### src/rtl/gpio_controller_pulse_evt.sv
// GPIO controller on the IO command bus: up to 16 pins with byte-lane access and per-pin output enables.
// Adds synchronised inputs, sticky edge events with an IRQ, and per-pin pulse/clock generation.
module gpio_controller_pulse_evt #(
  parameter int PIN_COUNT      = 16,
  parameter int SYNC_STAGES    = 2,
  parameter int PULSE_PRESCALE = 1
) (
  input  logic                 clk,
  input  logic                 async_rst,
  input  logic                 clk_en,
  input  logic                 IO_REQ,
  output logic                 IO_ACK,
  input  logic                 IO_CommandEn,
  input  logic                 IO_ResponseRequested,
  input  logic [3:0]           IO_DestRegIn,
  input  logic [15:0]          IO_DataIn,
  output logic                 IO_CommandResponse,
  output logic                 IO_RegResponseFlag,
  output logic                 IO_MemResponseFlag,
  output logic [3:0]           IO_DestRegOut,
  output logic [15:0]          IO_DataOut,
  input  logic [PIN_COUNT-1:0] GPIO_DIn,
  output logic [PIN_COUNT-1:0] GPIO_DOut,
  output logic [PIN_COUNT-1:0] GPIO_DOutEn,
  output logic                 GPIO_IRQ
);

  localparam int CW = 8 + $clog2(PULSE_PRESCALE);

  typedef enum logic [1:0] {S_IDLE = 2'd0, S_PULSE = 2'd1, S_CLOCK = 2'd2} pstate_t;

  logic          w_accept;
  logic [3:0]    w_pin;
  logic [3:0]    w_opc;
  logic [7:0]    w_op;
  logic          w_lane;
  logic [CW-1:0] w_load;
  logic [15:0]   w_rdata;

  // Pins beyond PIN_COUNT are padded with constant zeros so lane reads fall out naturally.
  logic [15:0]   w_out;
  logic [15:0]   w_oe;
  logic [15:0]   w_sync;
  logic [15:0]   w_event;
  logic [15:0]   w_event_next;

  logic          r_resp;
  logic          r_reg_flag;
  logic [3:0]    r_dest;
  logic [15:0]   r_data;
  logic          r_irq;

  assign w_accept = IO_REQ & IO_CommandEn & clk_en;
  assign w_pin    = IO_DataIn[15:12];
  assign w_opc    = IO_DataIn[11:8];
  assign w_op     = IO_DataIn[7:0];
  assign w_lane   = w_pin[3];
  assign w_load   = CW'(w_op) * CW'(PULSE_PRESCALE);

  genvar gi;
  generate
    for (gi = 0; gi < 16; gi++) begin : g_pin
      if (gi < PIN_COUNT) begin : g_real
        localparam logic [3:0] PIN_ID  = 4'(gi);
        localparam logic       LANE_ID = 1'(gi / 8);
        localparam int         LBIT    = gi % 8;

        pstate_t                r_state, w_state_next;
        logic [CW-1:0]          r_cnt, w_cnt_next, w_dec;
        logic                   r_out, w_out_next;
        logic                   r_oe, w_oe_next;
        logic [1:0]             r_mode, w_mode_next;
        logic [SYNC_STAGES-1:0] r_sync;
        logic                   r_hist;
        logic                   r_event;
        logic                   w_bit_hit, w_lane_hit;
        logic                   w_rise, w_fall, w_set, w_clr;

        // Out-of-range pin indices never match a real pin, so they change nothing.
        assign w_bit_hit  = w_accept && (w_pin == PIN_ID);
        assign w_lane_hit = w_accept && (w_lane == LANE_ID);
        assign w_dec      = r_cnt - CW'(1);

        always_comb begin
          w_state_next = r_state;
          w_cnt_next   = r_cnt;
          w_out_next   = r_out;
          w_oe_next    = r_oe;
          w_mode_next  = r_mode;
          if (clk_en) begin
            case (r_state)
              S_PULSE: begin
                w_cnt_next = w_dec;
                if (w_dec == '0) begin
                  w_state_next = S_IDLE;
                  w_out_next   = 1'b0;
                end
              end
              S_CLOCK: w_out_next = ~r_out;
              default: ;
            endcase
          end
          // Commands override whatever the engine did this cycle.
          if (w_bit_hit) begin
            case (w_opc)
              4'd0: begin
                w_state_next = S_IDLE;
                w_out_next   = w_op[0];
              end
              4'd2: w_oe_next = w_op[0];
              4'd8: begin
                if (w_op != 8'd0) begin
                  w_state_next = S_PULSE;
                  w_cnt_next   = w_load;
                  w_out_next   = 1'b1;
                end else begin
                  w_state_next = S_CLOCK;
                  w_out_next   = r_out;
                end
              end
              4'd9: begin
                w_state_next = S_IDLE;
                w_out_next   = ~r_out;
              end
              4'd11: w_mode_next = w_op[1:0];
              default: ;
            endcase
          end
          if (w_lane_hit) begin
            case (w_opc)
              4'd1: begin
                w_state_next = S_IDLE;
                w_out_next   = w_op[LBIT];
              end
              4'd3: w_oe_next = w_op[LBIT];
              default: ;
            endcase
          end
        end

        assign w_rise = r_sync[SYNC_STAGES-1] & ~r_hist;
        assign w_fall = ~r_sync[SYNC_STAGES-1] & r_hist;
        assign w_set  = clk_en & ((r_mode[0] & w_rise) | (r_mode[1] & w_fall));
        assign w_clr  = w_lane_hit && (w_opc == 4'd10);
        // A fresh edge wins over a simultaneous clear.
        assign w_event_next[gi] = (r_event & ~w_clr) | w_set;

        always_ff @(posedge clk or posedge async_rst) begin
          if (async_rst) begin
            r_state <= S_IDLE;
            r_cnt   <= '0;
            r_out   <= 1'b0;
            r_oe    <= 1'b0;
            r_mode  <= 2'b00;
            r_sync  <= '0;
            r_hist  <= 1'b0;
            r_event <= 1'b0;
          end else begin
            r_state <= w_state_next;
            r_cnt   <= w_cnt_next;
            r_out   <= w_out_next;
            r_oe    <= w_oe_next;
            r_mode  <= w_mode_next;
            r_event <= w_event_next[gi];
            if (clk_en) begin
              r_sync <= {r_sync[SYNC_STAGES-2:0], GPIO_DIn[gi]};
              r_hist <= r_sync[SYNC_STAGES-1];
            end
          end
        end

        assign w_out[gi]   = r_out;
        assign w_oe[gi]    = r_oe;
        assign w_sync[gi]  = r_sync[SYNC_STAGES-1];
        assign w_event[gi] = r_event;
      end else begin : g_absent
        assign w_out[gi]        = 1'b0;
        assign w_oe[gi]         = 1'b0;
        assign w_sync[gi]       = 1'b0;
        assign w_event[gi]      = 1'b0;
        assign w_event_next[gi] = 1'b0;
      end
    end
  endgenerate

  always_comb begin
    w_rdata = 16'h0000;
    case (w_opc)
      4'd4:  w_rdata = {15'b0, w_out[w_pin]};
      4'd5:  w_rdata = {15'b0, w_sync[w_pin]};
      4'd6:  w_rdata = {8'b0, (w_lane ? w_out[15:8]   : w_out[7:0])};
      4'd7:  w_rdata = {8'b0, (w_lane ? w_sync[15:8]  : w_sync[7:0])};
      4'd10: w_rdata = {8'b0, (w_lane ? w_event[15:8] : w_event[7:0])};
      default: ;
    endcase
  end

  always_ff @(posedge clk or posedge async_rst) begin
    if (async_rst) begin
      r_resp     <= 1'b0;
      r_reg_flag <= 1'b0;
      r_dest     <= 4'h0;
      r_data     <= 16'h0000;
      r_irq      <= 1'b0;
    end else if (clk_en) begin
      r_resp     <= w_accept;
      r_reg_flag <= w_accept & IO_ResponseRequested;
      r_irq      <= |w_event_next;
      if (w_accept) begin
        r_dest <= IO_DestRegIn;
        r_data <= w_rdata;
      end
    end
  end

  assign IO_ACK             = clk_en;
  assign IO_CommandResponse = r_resp;
  assign IO_RegResponseFlag = r_reg_flag;
  assign IO_MemResponseFlag = 1'b0;
  assign IO_DestRegOut      = r_dest;
  assign IO_DataOut         = r_data;
  assign GPIO_DOut          = w_out[PIN_COUNT-1:0];
  assign GPIO_DOutEn        = w_oe[PIN_COUNT-1:0];
  assign GPIO_IRQ           = r_irq;

endmodule

### config.mk
export PLATFORM = sky130hd
export DESIGN_NAME = gpio_controller_pulse_evt
export DESIGN_NICKNAME = d
export VERILOG_FILES = /design/src/rtl/gpio_controller_pulse_evt.sv
export SDC_FILE = /design/constraint.sdc
export NUM_CORES = 1
export LEC_CHECK = 0
export CAP_MARGIN = 20
export CORE_UTILIZATION = 45
export CTS_CLUSTER_SIZE = 20
export DETAILED_ROUTE_END_ITERATION = 10
export PLACE_DENSITY = 0.6
export SYNTH_ARGS = -nofsm -noshare
export SYNTH_HDL_FRONTEND = slang
export SYNTH_SLANG_ARGS = --single-unit
### constraint.sdc
create_clock -name clk -period 32.6 [get_ports clk]
set_input_delay 9.78 -clock clk [delete_from_list [all_inputs] [get_ports clk]]
set_output_delay 9.78 -clock clk [all_outputs]
set_load 0.02 [all_outputs]
==> results of run 1 <==
==> worst max-delay path by stage <==
| stage | end | slack [ps] | depth (start not counted) |
|---|---|---|---|
| after floorplan | IO_ACK | 12910 | 1 |
| after global placement | IO_ACK | 12060 | 2 |
| after detailed placement | IO_ACK | 12060 | 2 |
| after CTS | IO_ACK | 12060 | 2 |
| after global routing | IO_ACK | 12040 | 2 |
| final | IO_ACK | 12070 | 2 |
==> sequential cells by signal, summed over array words and instances, names as in the netlist, 4 cells and up <==
| signal | count |
|---|---|
| g_pin.g_real.r_state | 32 |
| g_pin.g_real.r_oe | 16 |
| g_pin.g_real.r_hist | 16 |
| g_pin.g_real.r_mode | 32 |
| g_pin.g_real.r_out | 16 |
| g_pin.g_real.r_event | 16 |
| IO_DataOut | 8 |
| g_pin.g_real.r_sync | 32 |
| g_pin.g_real.r_cnt | 128 |
| IO_DestRegOut | 4 |
==> per-layer routing <==
layer	global-route usage, %	up-vias	wire, microns	part of all wire [%]
li1	-	6659	-	-
met1	36.5	7082	23100	44
met2	40.6	492	23700	46
met3	4.25	101	3640	7.0
met4	9.73	4	1580	3.0
met5	0	-	27	0.052
==> cell type report <==
type                    count  area share [%]
inverters                  76            1.46
well taps                 518            3.23
multi-input cells        1325            46.2
clock buffers              52            5.40
clock inverters            13           0.879
repair buffers            105            5.08
flip-flops and latches    303            37.8
==> cells in the final DEF, fill, tap and decap left out, types with 16 or more instances in the layout <==
cell	count
nand3b_1	23
o22ai_1	128
ha_1	64
clkdlybuf4s50_1	88
mux2i_1	23
buf_4	16
nor3_1	43
a22o_1	34
clkbuf_16	39
dfrtp_1	303
nor2_1	167
inv_1	75
nand3_1	47
nor4_1	32
mux2_2	88
xor2_1	53
a31oi_1	16
nand2b_1	22
a21oi_1	61
nand2_1	129
o21ai_0	53
xnor2_1	93
==> cells by family after synthesis <==
group,after synthesis,share of synthesized area [%]
xor+xnor,146,7.19
compound gates,413,15.8
other cells,1,0.0211
flops,303,42.6
buf+inv,208,5.44
mux,120,8.01
fa+ha+maj,64,4.50
simple gates,573,16.4
==> power by group through the flow <==
stage	logic [mW]	clock network, mW	registers [mW]
6_report	0.233	0.432	0.483
5_1_grt	0.258	0.453	0.489
4_1_cts	0.233	0.440	0.482
3_5_place_dp	0.232	0	0.488
3_3_place_gp	0.227	0	0.486
2_1_floorplan	0.182	0	0.463
==> metrics by stage <==
stage / total power [mW] / util [%] / cells
2_1_floorplan: 0.645 / - / 1836
3_3_place_gp: 0.713 / 48.5 / 2327
3_5_place_dp: 0.720 / 48.5 / 2327
4_1_cts: 1.15 / 51.7 / 2392
5_1_grt: 1.20 / 51.7 / 2392
6_report: 1.15 / 51.7 / 2392
==> reports/qor.csv, run 1 <==
metric,value,unit
status,"complete, no violations",
worst slew pin tran,1110,ps
"Avg Cell Area, Syn",9.73,sq um
final wirelength,52000,microns
initial DRC count,1350,
setup violators final,0,
H-tree depth,2,
TritonCTS clock tree,built,
initial antenna violation count,2,
CTS sink count,303,
Skew-Pair Late Insertion Delay,560,ps
Yosys reg bits,303,
Die X,201,microns
Tmin final,20530,ps
hold path start,IO_RegResponseFlag,
CP cell instances,buf_4 -> clkdlybuf4s50_1,
max_cap viols,0,
vias in the first global route,14100,
CP peak stage delay,680,ps
fin crit share,63.0,%
"Warnings, synthesis",0,
commonest cells in the netlist,"dfrtp_1 (303), nor2_1 (167), nand2_1 (130)",
maximum VDD drop,0.0000335,V
GRT overflow,0,
final hold slack,495,ps
drt drc,0,
Vias,14300,
Post-CTS Setup Inserts,0,
Max Freq,48.7,MHz
DP HPWL,34300,microns
Critical Path Start,clk_en,
R2R setup slack,29800,ps
die height,201,microns
synth top area cells,"dfrtp_1 (43%), mux2_2 (5.6%), xnor2_1 (4.6%)",
top cell type's share of synthesized area,42.6,%
pin count of the biggest net entering global routing,193,
"Distinct cells, synth",80,
Power Density,57.1,nW/um^2
worst hold path type,register to register,
antenna diode count,0,
FF/Latch Area,7580,sq um
leak pwr,8.23,nW
RePlAce Congestion,0.873,
Max Fanout on Critical Path,22,
row count,72,
pre-CTS WS,12060,ps
Port Buffers,89,
final count of hold timing violations,0,
net switching power,0.353,mW
Layout Skew,15.3,ps
Vias/cell,5.99,
sequential cell fraction of total power,42.1,%
Clock power frac,37.7,%
Pint,0.795,mW
crit path DAT,10750,ps
first-pass GRT wire length,82100,microns
clk slew on worst S/H paths,60,ps
Total GRT Usage,26.1,%
Sw Ratio,30.7,%
RSZ-0062 raised after global routing,false,
Post-CTS Hold Buffers,0,
max-slew violation count,0,
synthesized cell area,17800,sq um
CTS max path bufs,3,
drt first pass iters,8,
Comb power frac,20.3,%
Layout fillers,3494,
RR Endpoint,g_pin[14].g_real.r_out,
initial core utilization,45.8,%
layout cells sized above 1,10.6,%
hold-critical path depth,1,
CP Buf/Inv Count,2,
Hold Path Sink,IO_RegResponseFlag,
ys async rst share,100,%
Syn Inst Count,1828,
ANT nets after route,0,
DIE AREA,40300,sq um
most numerous cell in the Yosys netlist,dfrtp_1,
R2R depth,6,
Critical Setup Path Class,primary input to output pin,
post-CTS sizing,0,
Post-synth EDFFs,0,
CTS root buf,clkbuf_16,
sequential-to-total area share from yosys stat,42.6,%
setup ws final,12070,ps
core area,38800,sq um
design area,20100,sq um
Setup crit end kind,output pin,
Worst path slowest cell,clkdlybuf4s50_1,
num ports,99,
Area after DPL,18800,sq um
post-synth top area cell,dfrtp_1,
Wirelength per Cell,21.7,microns
worst flop-to-flop path startpoint,g_pin[14].g_real.r_cnt[0],
WP data required,22820,ps
ys flop type,dfrtp_1,
top cell family by delay on the critical path,buffers and inverters,
element type at the critical path start,primary input,
Slew HR,25.5,%
Area Growth Syn to Fin,12.9,%
Multi-input gate area,9280,sq um
final net count,1954,
CTS Buf Count,37,
Post-Route Setup TNS,0,ps
Power figures use the tool's default switching activity.
==> run 2, diff against run 1 <==
==> constraint.sdc (replaced) <==
create_clock -name clk -period 19.85 [get_ports clk]
set_input_delay 5.955 -clock clk [delete_from_list [all_inputs] [get_ports clk]]
set_output_delay 5.955 -clock clk [all_outputs]
set_load 0.02 [all_outputs]
==> run 2 against run 1 <==
Non-clock buffer count rose by 2. Register-to-register slack worse by 13000 ps. Largest cell class unchanged. Clock skew increased by 6.3 ps.
==> reports/qor.csv, run 2 (synthesis gave the netlist of run 1 again) <==
metric,value,unit,change
maximum VDD drop,0.0000570,V,was 0.0000335 V
Power Density,93.5,nW/um^2,was 57.1 nW/um^2
vias in the first global route,14300,,was 14100
Max Freq,77.5,MHz,
Sw Ratio,30.8,%,was 30.7%
Largest Register,g_pin.g_real.r_cnt,,unchanged
pin count of the biggest net entering global routing,109,,was 193
max_cap viols,0,,unchanged
H-tree depth,2,,unchanged
final wirelength,52300,microns,was 52000 microns
Worst path slowest cell,clkdlybuf4s50_1,,unchanged
Area Growth Syn to Fin,13.0,%,was 12.9%
R2R setup slack,16960,ps,was 29800 ps
top cell family by delay on the critical path,buffers and inverters,,unchanged
CTS sink count,303,,unchanged
pre-CTS WS,6930,ps,was 12060 ps
max reg flops,128,,unchanged
core area,38800,sq um,unchanged
Total GRT Usage,26.3,%,was 26.1%
Setup crit end kind,output pin,,unchanged
setup violators final,0,,unchanged
Vias/cell,6.00,,was 5.99
Skew-Pair Late Insertion Delay,560,ps,about the same
drt first pass iters,8,,unchanged
final count of hold timing violations,0,,unchanged
worst slew pin tran,1160,ps,was 1110 ps
Slew HR,22.4,%,was 25.5%
die height,201,microns,unchanged
CTS Buf Count,37,,unchanged
Pint,1.30,mW,was 0.795 mW
RSZ-0062 raised after global routing,false,,unchanged
initial antenna violation count,2,,unchanged
Post-CTS Setup Inserts,0,,unchanged
WP data required,13890,ps,was 22820 ps
leak pwr,8.25,nW,was 8.23 nW
status,"complete, no violations",,unchanged
num ports,99,,unchanged
GRT overflow,0,,unchanged
fin util,51.7,%,about the same
antenna diode count,0,,unchanged
DIE AREA,40300,sq um,unchanged
net switching power,0.579,mW,was 0.353 mW
setup ws final,6940,ps,was 12070 ps
clk slew on worst S/H paths,60,ps,about the same
DP HPWL,35000,microns,was 34300 microns
Tmin final,12910,ps,
Post-Route Setup TNS,0,ps,unchanged
max-slew violation count,0,,unchanged
CTS max path bufs,3,,unchanged
layout cells sized above 1,10.7,%,was 10.6%
Die X,201,microns,unchanged
worst hold path type,register to register,,unchanged
first-pass GRT wire length,83100,microns,was 82100 microns
post-CTS sizing,0,,unchanged
drt drc,0,,unchanged
"commonest non-fill, non-tap cells in the layout","dfrtp_1 (303), nor2_1 (167), nand2_1 (129)",,unchanged
RePlAce Congestion,0.877,,was 0.873
placed cells,2328,,was 2327
"commonest non-fill, non-tap cell in the layout",dfrtp_1,,unchanged
CP peak stage delay,680,ps,about the same
sequential cell fraction of total power,42.3,%,was 42.1%
Port Buffers,89,,unchanged
Comb power frac,20.5,%,was 20.3%
Critical Setup Path Class,primary input to output pin,,unchanged
TritonCTS clock tree,built,,unchanged
Clock power frac,37.3,%,was 37.7%
fin crit share,65.0,%,
initial DRC count,1202,,was 1350
initial core utilization,45.8,%,unchanged
CP cell instances,buf_4 -> clkdlybuf4s50_1,,unchanged
element type at the critical path start,primary input,,unchanged
Post-CTS Hold Buffers,0,,unchanged
Max Fanout on Critical Path,24,,was 22
Wirelength per Cell,21.9,microns,was 21.7 microns
Non-Filler Instances,2394,,was 2392
ANT nets after route,0,,unchanged
crit path DAT,6950,ps,was 10750 ps
Layout Skew,21.6,ps,was 15.3 ps
row count,72,,unchanged
final net count,1956,,was 1954
Vias,14400,,was 14300
CTS root buf,clkbuf_16,,unchanged
CP Buf/Inv Count,2,,unchanged
-- run 2: changes by cell type in the layout (fill, tap and decap cells not counted), sizes merged --
| cell | delta |
|---|---|
| clkinv | +1 |
| clkbuf | +2 |
| buf | +2 |
| clkinvlp | -2 |
| bufinv | -1 |
-- run 2: final cells by class --
class / instances / area, sq um
Inverter: 76 / 293
Tap cell: 518 / 648
Clock buffer: 54 / 1110
Multi-Input combinational cell: 1325 / 9280
Clock inverter: 11 / 136
Timing Repair Buffer: 107 / 1040
Fill cell: 3514 / 18700
Sequential cell: 303 / 7580
-- run 2: routing by layer --
layer / routed length (microns) / track usage (%) / up-vias / part of all wire [%]
li1: - / - / 6660 / -
met1: 23300 / 36.0 / 7115 / 45
met2: 23700 / 41.4 / 486 / 45
met3: 3640 / 5.60 / 106 / 7.0
met4: 1620 / 9.21 / 4 / 3.1
met5: 29 / 0 / - / 0.055
-- run 2: worst paths after layout --
kind,end,startpoint,depth (start not counted)
setup / recovery,IO_ACK,clk_en,2
setup reg to reg,g_pin[14].g_real.r_out,g_pin[14].g_real.r_cnt[0],6
hold / removal,IO_RegResponseFlag,IO_RegResponseFlag,1
hold reg to reg,IO_RegResponseFlag,IO_RegResponseFlag,1
min in group asynchronous,g_pin[7].g_real.r_state[1],async_rst,2
max in group asynchronous,g_pin[13].g_real.r_cnt[4],async_rst,4
-- run 2: per-stage QoR --
stage,total power [mW],hold slack (ps),instance area (sq um)
6_report,1.88,490,20100
5_1_grt,1.97,514,20100
4_1_cts,1.89,497,20100
3_5_place_dp,1.18,481,18800
3_3_place_gp,1.17,476,18800
2_1_floorplan,1.06,463,17800
-- run 2: power groups by stage --
stage	logic (mW)	registers, mW	clock network [mW]
2_1_floorplan	0.299	0.761	0
3_3_place_gp	0.374	0.799	0
3_5_place_dp	0.383	0.801	0
4_1_cts	0.385	0.791	0.715
5_1_grt	0.425	0.803	0.740
6_report	0.384	0.794	0.701
